**src/rtl/mips_ctrl_defs_pkg.sv**
```systemverilog
// rtl/mips_ctrl_defs_pkg.sv - shared encodings for the multicycle MIPS control unit
package mips_ctrl_defs;

  typedef enum logic [3:0] {
    FETCH     = 4'd0,
    DECODE    = 4'd1,
    MEM_ADDR  = 4'd2,
    MEM_READ  = 4'd3,
    MEM_WB    = 4'd4,
    MEM_WRITE = 4'd5,
    R_EXEC    = 4'd6,
    R_WB      = 4'd7,
    BRANCH    = 4'd8,
    JUMP      = 4'd9,
    I_EXEC    = 4'd10,
    I_WB      = 4'd11
  } state_t;

  localparam logic [5:0] OP_RTYPE = 6'b000000;
  localparam logic [5:0] OP_LW    = 6'b100011;
  localparam logic [5:0] OP_SW    = 6'b101011;
  localparam logic [5:0] OP_BEQ   = 6'b000100;
  localparam logic [5:0] OP_J     = 6'b000010;
  localparam logic [5:0] OP_ADDI  = 6'b001000;
  localparam logic [5:0] OP_ANDI  = 6'b001100;
  localparam logic [5:0] OP_ORI   = 6'b001101;
  localparam logic [5:0] OP_SLTI  = 6'b001010;

  // ALUOp codes are also consumed by the ALU control decoder
  localparam logic [2:0] ALUOP_ADD   = 3'b000;
  localparam logic [2:0] ALUOP_SUB   = 3'b001;
  localparam logic [2:0] ALUOP_RTYPE = 3'b010;
  localparam logic [2:0] ALUOP_OR    = 3'b011;
  localparam logic [2:0] ALUOP_AND   = 3'b100;
  localparam logic [2:0] ALUOP_SLT   = 3'b101;

  localparam logic [1:0] SRCB_B      = 2'b00;
  localparam logic [1:0] SRCB_4      = 2'b01;
  localparam logic [1:0] SRCB_IMM    = 2'b10;
  localparam logic [1:0] SRCB_IMM_SH = 2'b11;

  localparam logic [1:0] PCSRC_ALU    = 2'b00;
  localparam logic [1:0] PCSRC_ALUOUT = 2'b01;
  localparam logic [1:0] PCSRC_JUMP   = 2'b10;

  typedef struct packed {
    logic       pc_write;
    logic       pc_write_cond;
    logic       iord;
    logic       mem_read;
    logic       mem_write;
    logic       ir_write;
    logic       mem_to_reg;
    logic       reg_dst;
    logic       reg_write;
    logic       alu_src_a;
    logic [1:0] alu_src_b;
    logic [2:0] alu_op;
    logic [1:0] pc_source;
    logic       illegal_op;
  } ctrl_t;

  function automatic logic is_legal_op(input logic [5:0] op);
    case (op)
      OP_RTYPE, OP_LW, OP_SW, OP_BEQ, OP_J,
      OP_ADDI, OP_ANDI, OP_ORI, OP_SLTI: is_legal_op = 1'b1;
      default:                           is_legal_op = 1'b0;
    endcase
  endfunction

  function automatic logic [2:0] imm_alu_op(input logic [5:0] op);
    case (op)
      OP_ANDI: imm_alu_op = ALUOP_AND;
      OP_ORI:  imm_alu_op = ALUOP_OR;
      OP_SLTI: imm_alu_op = ALUOP_SLT;
      default: imm_alu_op = ALUOP_ADD;
    endcase
  endfunction

endpackage

```
**src/rtl/ctrl_output_decode.sv**
```systemverilog
// rtl/ctrl_output_decode.sv - maps (state, Op, mem_ready) onto datapath controls
module ctrl_output_decode
  import mips_ctrl_defs::*;
(
  input  state_t     state,
  input  logic [5:0] op,
  input  logic       mem_ready,
  output ctrl_t      ctrl
);

  always_comb begin
    ctrl = '0;
    case (state)
      FETCH: begin
        ctrl.mem_read  = 1'b1;
        ctrl.alu_src_b = SRCB_4;
        ctrl.alu_op    = ALUOP_ADD;
        ctrl.pc_source = PCSRC_ALU;
        // IR and PC only latch once the fetch data is actually present
        ctrl.ir_write  = mem_ready;
        ctrl.pc_write  = mem_ready;
      end
      DECODE: begin
        ctrl.alu_src_b  = SRCB_IMM_SH;
        ctrl.alu_op     = ALUOP_ADD;
        ctrl.illegal_op = !is_legal_op(op);
      end
      MEM_ADDR: begin
        ctrl.alu_src_a = 1'b1;
        ctrl.alu_src_b = SRCB_IMM;
        ctrl.alu_op    = ALUOP_ADD;
      end
      MEM_READ: begin
        ctrl.mem_read = 1'b1;
        ctrl.iord     = 1'b1;
      end
      MEM_WB: begin
        ctrl.reg_write  = 1'b1;
        ctrl.mem_to_reg = 1'b1;
      end
      MEM_WRITE: begin
        ctrl.mem_write = 1'b1;
        ctrl.iord      = 1'b1;
      end
      R_EXEC: begin
        ctrl.alu_src_a = 1'b1;
        ctrl.alu_src_b = SRCB_B;
        ctrl.alu_op    = ALUOP_RTYPE;
      end
      R_WB: begin
        ctrl.reg_write = 1'b1;
        ctrl.reg_dst   = 1'b1;
      end
      BRANCH: begin
        ctrl.alu_src_a     = 1'b1;
        ctrl.alu_src_b     = SRCB_B;
        ctrl.alu_op        = ALUOP_SUB;
        ctrl.pc_write_cond = 1'b1;
        ctrl.pc_source     = PCSRC_ALUOUT;
      end
      JUMP: begin
        ctrl.pc_write  = 1'b1;
        ctrl.pc_source = PCSRC_JUMP;
      end
      I_EXEC: begin
        ctrl.alu_src_a = 1'b1;
        ctrl.alu_src_b = SRCB_IMM;
        ctrl.alu_op    = imm_alu_op(op);
      end
      I_WB: begin
        ctrl.reg_write = 1'b1;
      end
      default: ctrl = '0;
    endcase
  end

endmodule

```
**src/rtl/multicycle_control_fsm.sv**
```systemverilog
// rtl/multicycle_control_fsm.sv - multicycle MIPS main control: state register and retire counter
module multicycle_control_fsm
  import mips_ctrl_defs::*;
#(
  parameter int CNT_W = 32
) (
  input  logic             clk,
  input  logic             rst,
  input  logic [5:0]       Op,
  input  logic [5:0]       Func,
  input  logic             nop_instr,
  input  logic             mem_ready,
  input  logic             Zero,
  output logic             PCWrite,
  output logic             PCWriteCond,
  output logic             IorD,
  output logic             MemRead,
  output logic             MemWrite,
  output logic             IRWrite,
  output logic             MemtoReg,
  output logic             RegDst,
  output logic             RegWrite,
  output logic             ALUSrcA,
  output logic [1:0]       ALUSrcB,
  output logic [2:0]       ALUOp,
  output logic [1:0]       PCSource,
  output logic             illegal_op,
  output logic [3:0]       state_dbg,
  output logic [CNT_W-1:0] instr_count
);

  state_t state;
  ctrl_t  ctrl_dec;
  ctrl_t  ctrl;

  // Func is resolved by the ALU control decoder and Zero by the PC write logic
  logic unused_inputs;
  assign unused_inputs = ^{Func, Zero};

  ctrl_output_decode u_decode (
    .state     (state),
    .op        (Op),
    .mem_ready (mem_ready),
    .ctrl      (ctrl_dec)
  );

  assign ctrl = rst ? '0 : ctrl_dec;

  assign PCWrite     = ctrl.pc_write;
  assign PCWriteCond = ctrl.pc_write_cond;
  assign IorD        = ctrl.iord;
  assign MemRead     = ctrl.mem_read;
  assign MemWrite    = ctrl.mem_write;
  assign IRWrite     = ctrl.ir_write;
  assign MemtoReg    = ctrl.mem_to_reg;
  assign RegDst      = ctrl.reg_dst;
  assign RegWrite    = ctrl.reg_write;
  assign ALUSrcA     = ctrl.alu_src_a;
  assign ALUSrcB     = ctrl.alu_src_b;
  assign ALUOp       = ctrl.alu_op;
  assign PCSource    = ctrl.pc_source;
  assign illegal_op  = ctrl.illegal_op;
  assign state_dbg   = state;

  always_ff @(posedge clk) begin
    if (rst) begin
      state       <= FETCH;
      instr_count <= '0;
    end else begin
      case (state)
        FETCH: if (mem_ready) state <= DECODE;
        DECODE: begin
          case (Op)
            OP_RTYPE: begin
              if (nop_instr) begin
                state       <= FETCH;
                instr_count <= instr_count + CNT_W'(1);
              end else begin
                state <= R_EXEC;
              end
            end
            OP_LW, OP_SW:                        state <= MEM_ADDR;
            OP_BEQ:                              state <= BRANCH;
            OP_J:                                state <= JUMP;
            OP_ADDI, OP_ANDI, OP_ORI, OP_SLTI:   state <= I_EXEC;
            default:                             state <= FETCH;
          endcase
        end
        MEM_ADDR: state <= (Op == OP_SW) ? MEM_WRITE : MEM_READ;
        MEM_READ: if (mem_ready) state <= MEM_WB;
        MEM_WRITE: begin
          if (mem_ready) begin
            state       <= FETCH;
            instr_count <= instr_count + CNT_W'(1);
          end
        end
        R_EXEC: state <= R_WB;
        I_EXEC: state <= I_WB;
        MEM_WB, R_WB, BRANCH, JUMP, I_WB: begin
          state       <= FETCH;
          instr_count <= instr_count + CNT_W'(1);
        end
        default: state <= FETCH;
      endcase
    end
  end

endmodule

```
**config.mk**
```make
export PLATFORM = sky130hd
export DESIGN_NAME = multicycle_control_fsm
export DESIGN_NICKNAME = d
export VERILOG_FILES = /design/src/rtl/mips_ctrl_defs_pkg.sv /design/src/rtl/ctrl_output_decode.sv /design/src/rtl/multicycle_control_fsm.sv
export SDC_FILE = /design/constraint.sdc
export NUM_CORES = 1
export LEC_CHECK = 0
export ABC_AREA = 1
export BUFFER_PORTS_ARGS = -buffer_cell sky130_fd_sc_hd__buf_4
export CORE_ASPECT_RATIO = 0.75
export CORE_MARGIN = 2
export CORE_UTILIZATION = 48
export CTS_CLUSTER_DIAMETER = 100
export DETAILED_ROUTE_END_ITERATION = 12
export HOLD_SLACK_MARGIN = 0.1
export MAX_ROUTING_LAYER = met4
export PLACE_DENSITY = 0.77
export SLEW_MARGIN = 20
export SYNTH_ARGS = -nofsm -noshare
export SYNTH_HDL_FRONTEND = slang
export SYNTH_SLANG_ARGS = --single-unit
```
**constraint.sdc**
```tcl
create_clock -name clk -period 1.5 [get_ports clk]
set_input_delay 0.15 -clock clk [delete_from_list [all_inputs] [get_ports clk]]
set_output_delay 0.15 -clock clk [all_outputs]
set_load 0.05 [all_outputs]
```
==> summary.md <==
| Metric | Value |
|---|---|
| Status | `complete, but fails checks` |
| Failing checks | `negative setup slack` |
| First-pass GRT wire length | `15.5 mm` |
| Biggest area consumer among synthesized cells | `dfxtp_1` |
| Die Y | `approximately 70 um` |
| Setup_tns | `-7.91 ns` |
| Sequential share of the synthesized area | `around 27%` |
| Seq pwr share | `a little over two fifths` |
| Initial drt markers | `just under 400` |
| Largest net degree at the start of global routing | `22` |
| Synth Flop Type | `dfxtp_1` |
| Fin crit period | `~1.8 ns` |
| GRT Util Overall | `between 30% and 40%` |
| Total Routed Length | `approximately 11 mm` |
| HP Start | `rst` |
| Vias in the first global route | `about 3.3k` |
| Slowest CP cell | `dfxtp_4` |
| Detailed Routing Iterations Pass 1 | `5` |
| Most frequent cell after synthesis | `nand2_1` |
| Die W | `around 90 um` |
| WP data required | `approximately 1.7 ns` |
| Diodes inserted | `0` |
| Vias | `3716` |
| GRT met2 Usage | `between 50 and 60%` |
| Crit-path max FO | `8` |
| Total grt overflow | `0` |
| CTS H-tree lvls | `2` |
| Mean post-synth cell area | `approximately 5.6 sq um` |
| CP arrival | `~2.0 ns` |
| Setup Skew | `0.00534 ns` |
| Full die area | `~6000 sq um` |
| Worst-Skew Late Latency | `0.31 ns` |
| Net Count, Synth | `491` |
| Reg clk slew, reported paths | `around 0.080 ns` |
| # setup viols final | `50` |
| Netlist cell types | `26` |
| Busiest grt layer | `met2` |
| Top post-synthesis cells by area | `dfxtp_1, nand2_1, nor2_1` |
| CTS tree | `yes` |
| Final hold vios | `0` |
| Effective utilization at floorplan | `roughly half` |
| Sink Count | `36` |
| Delay-heaviest family, CP | `simple AND/OR/NAND/NOR gates` |
| Worst Path Buf+Inv | `4` |
| Synth cell count leaders | `nand2_1, nor2_1, inv_1, a21oi_1, dfxtp_1` |
| Setup WS post-layout | `-0.285 ns` |
| I/O Buffers | `63` |
| Sw frac | `32.6%` |
| Post-Synthesis Cells | `about 470` |
| Routed Antenna Nets | `0` |
| GPL Wtd Cong | `0.968` |
| Worst Hold Class | `in2reg` |
| Pwr dens | `527 nW/um^2` |
| Comb power frac | `between 20% and 30%` |
| Placed wire-length estimate | `around 6.7 mm` |
| Num CTS Buffers | `5` |
| Final Cycle Share | `119%` |
| Clock power frac | `34.2%` |
| Lkg Pwr | `roughly 0.0018 uW` |
| Post-synth EDFFs | `0` |
| DR DRC count | `0` |
| Drt via density | `approximately 5.6` |
| Setup WS pre-CTS | `-0.137 ns` |
| Worst vdd ir | `approximately 0.56 mV` |
| Slew Limit Fails | `0` |
| Clock Path Buffers | `2` |
| Syn Std Cell Area | `2650 sq um` |
| Layout Utilization | `about 80%` |
| I/O Pins | `slightly above 70` |
| Clk root buf | `clkbuf_8` |
| FMAX | `560 MHz` |
| Post-synth top area share | `between 20% and 30%` |
| Initial antenna violation count | `0` |
| Critical path startpoint category | `flop` |
| Max-Cap Viols | `0` |
| M3 GR Usage | `under 10%` |
| Layout cells sized above 1 | `around 38%` |
| Psw | `between 700 and 800 uW` |
| Final Power | `roughly 2200 uW` |
| Slew @ Worst Pin | `~0.4 ns` |
| Routing usage on met1 | `a little over two fifths` |
| Layout Area Growth over Synthesis | `60.0%` |
| Asr flop ratio synth | `0%` |
| Crit-path cells | `inv_1 -> nand2_4 -> inv_2 -> nand3_2 -> nand2_2 -> inv_1 -> nand2_4 -> buf_16 -> nand2_1 -> a21oi_1` |
| Warnings from Yosys | `0` |
| Reg2reg start | `state_dbg[3]` |
| Max_slew headroom | `approximately three quarters` |
| Crit path from | `state_dbg[3]` |
| FF+latch count, synth | `36` |
| WL per Instance | `between 15 and 20 um` |
| Cell-internal power | `around 1500 uW` |
| RSZ-0062 raised after global routing | `yes` |
| CP Class | `reg2reg` |
| Fin nets | `609` |
| CORE AREA | `approximately 5300 sq um` |
| Row cnt | `23` |
| Crit. End Element | `flop` |
| Max incr delay on CP | `roughly 0.38 ns` |
-- power by group through the flow --
stage               logic (uW)  clock network (uW)  registers [uW]
global placement           369                   0             990
global route               519                 793             971
floorplan                  217                   0            1020
finish                     501                 765             971
detailed placement         375                   0             990
CTS                        453                 751             968
-- registers in the layout (all words and copies together), names as in the netlist --
signal	count
instr_count	32
state_dbg	4
-- kinds of logic after synthesis --
| group | after synthesis | share of synthesized area [%] |
|---|---|---|
| XOR/XNOR | 13 | 4.29 |
| AND/OR/NAND/NOR | 320 | 49.6 |
| adder cells (fa/ha/maj) | 1 | 0.472 |
| flip-flops | 36 | 27.2 |
| buffers and inverters | 58 | 9.77 |
| AO/OA/AOI/OAI | 45 | 8.68 |
-- cell type report --
cell class | count | area, sq um
clock buffer | 6 | 82.6
tap | 75 | 93.8
inverter | 46 | 183
sequential | 36 | 771
clock inverter | 2 | 10.0
multi-input combinational | 380 | 2010
timing repair buffer | 122 | 1090
fill | 374 | 1080
-- stage by stage --
stage / area, sq um / std cells / hold WS, ns
global route: 4240 / 667 / 0.158
floorplan: 2870 / 473 / 0.364
CTS: 4120 / 662 / 0.117
finish: 4240 / 667 / 0.162
detailed placement: 3660 / 636 / 0.431
global placement: 3660 / 636 / 0.427
-- per-layer routing --
| metal | share of wire (%) | up-vias | wire [um] |
|---|---|---|---|
| met5 | 0 | - | 0 |
| met4 | 4.6 | 0 | 498 |
| met3 | 10 | 65 | 1080 |
| met2 | 45 | 242 | 4850 |
| met1 | 40 | 1690 | 4320 |
| li1 | - | 1719 | - |
-- final timing paths --
check                                  endpoint  cells after the start  slack (ns)
worst max-delay path            instr_count[23]                     10       -0.28
worst min-delay path            instr_count[23]                      2        0.16
worst max register to register  instr_count[23]                     10       -0.28
worst min register to register  instr_count[11]                      2        0.50
-- repair_timing --
item | in CTS | in global routing
endpoints found under the setup margin | 45 | 50
gates cloned | 2 | 0
pin swaps | 12 | 7
hold buffers | 0 | 0
gates resized for setup | 66 | 19
buffers inserted | 16 | 6
-- layout by cell type, fill, tap and decap left out, types with 7 or more instances in the layout --
cell and n:
nand2_2 7, nor2_1 75, a21oi_1 26, xor2_1 9, nand3_1 27, nor2_4 11
inv_1 38, nand2_4 8, nor2_2 7, buf_4 92, buf_6 21, dfxtp_2 22
dfxtp_1 8, nand2_1 171
No activity file was read; power rests on OpenSTA's default activity.
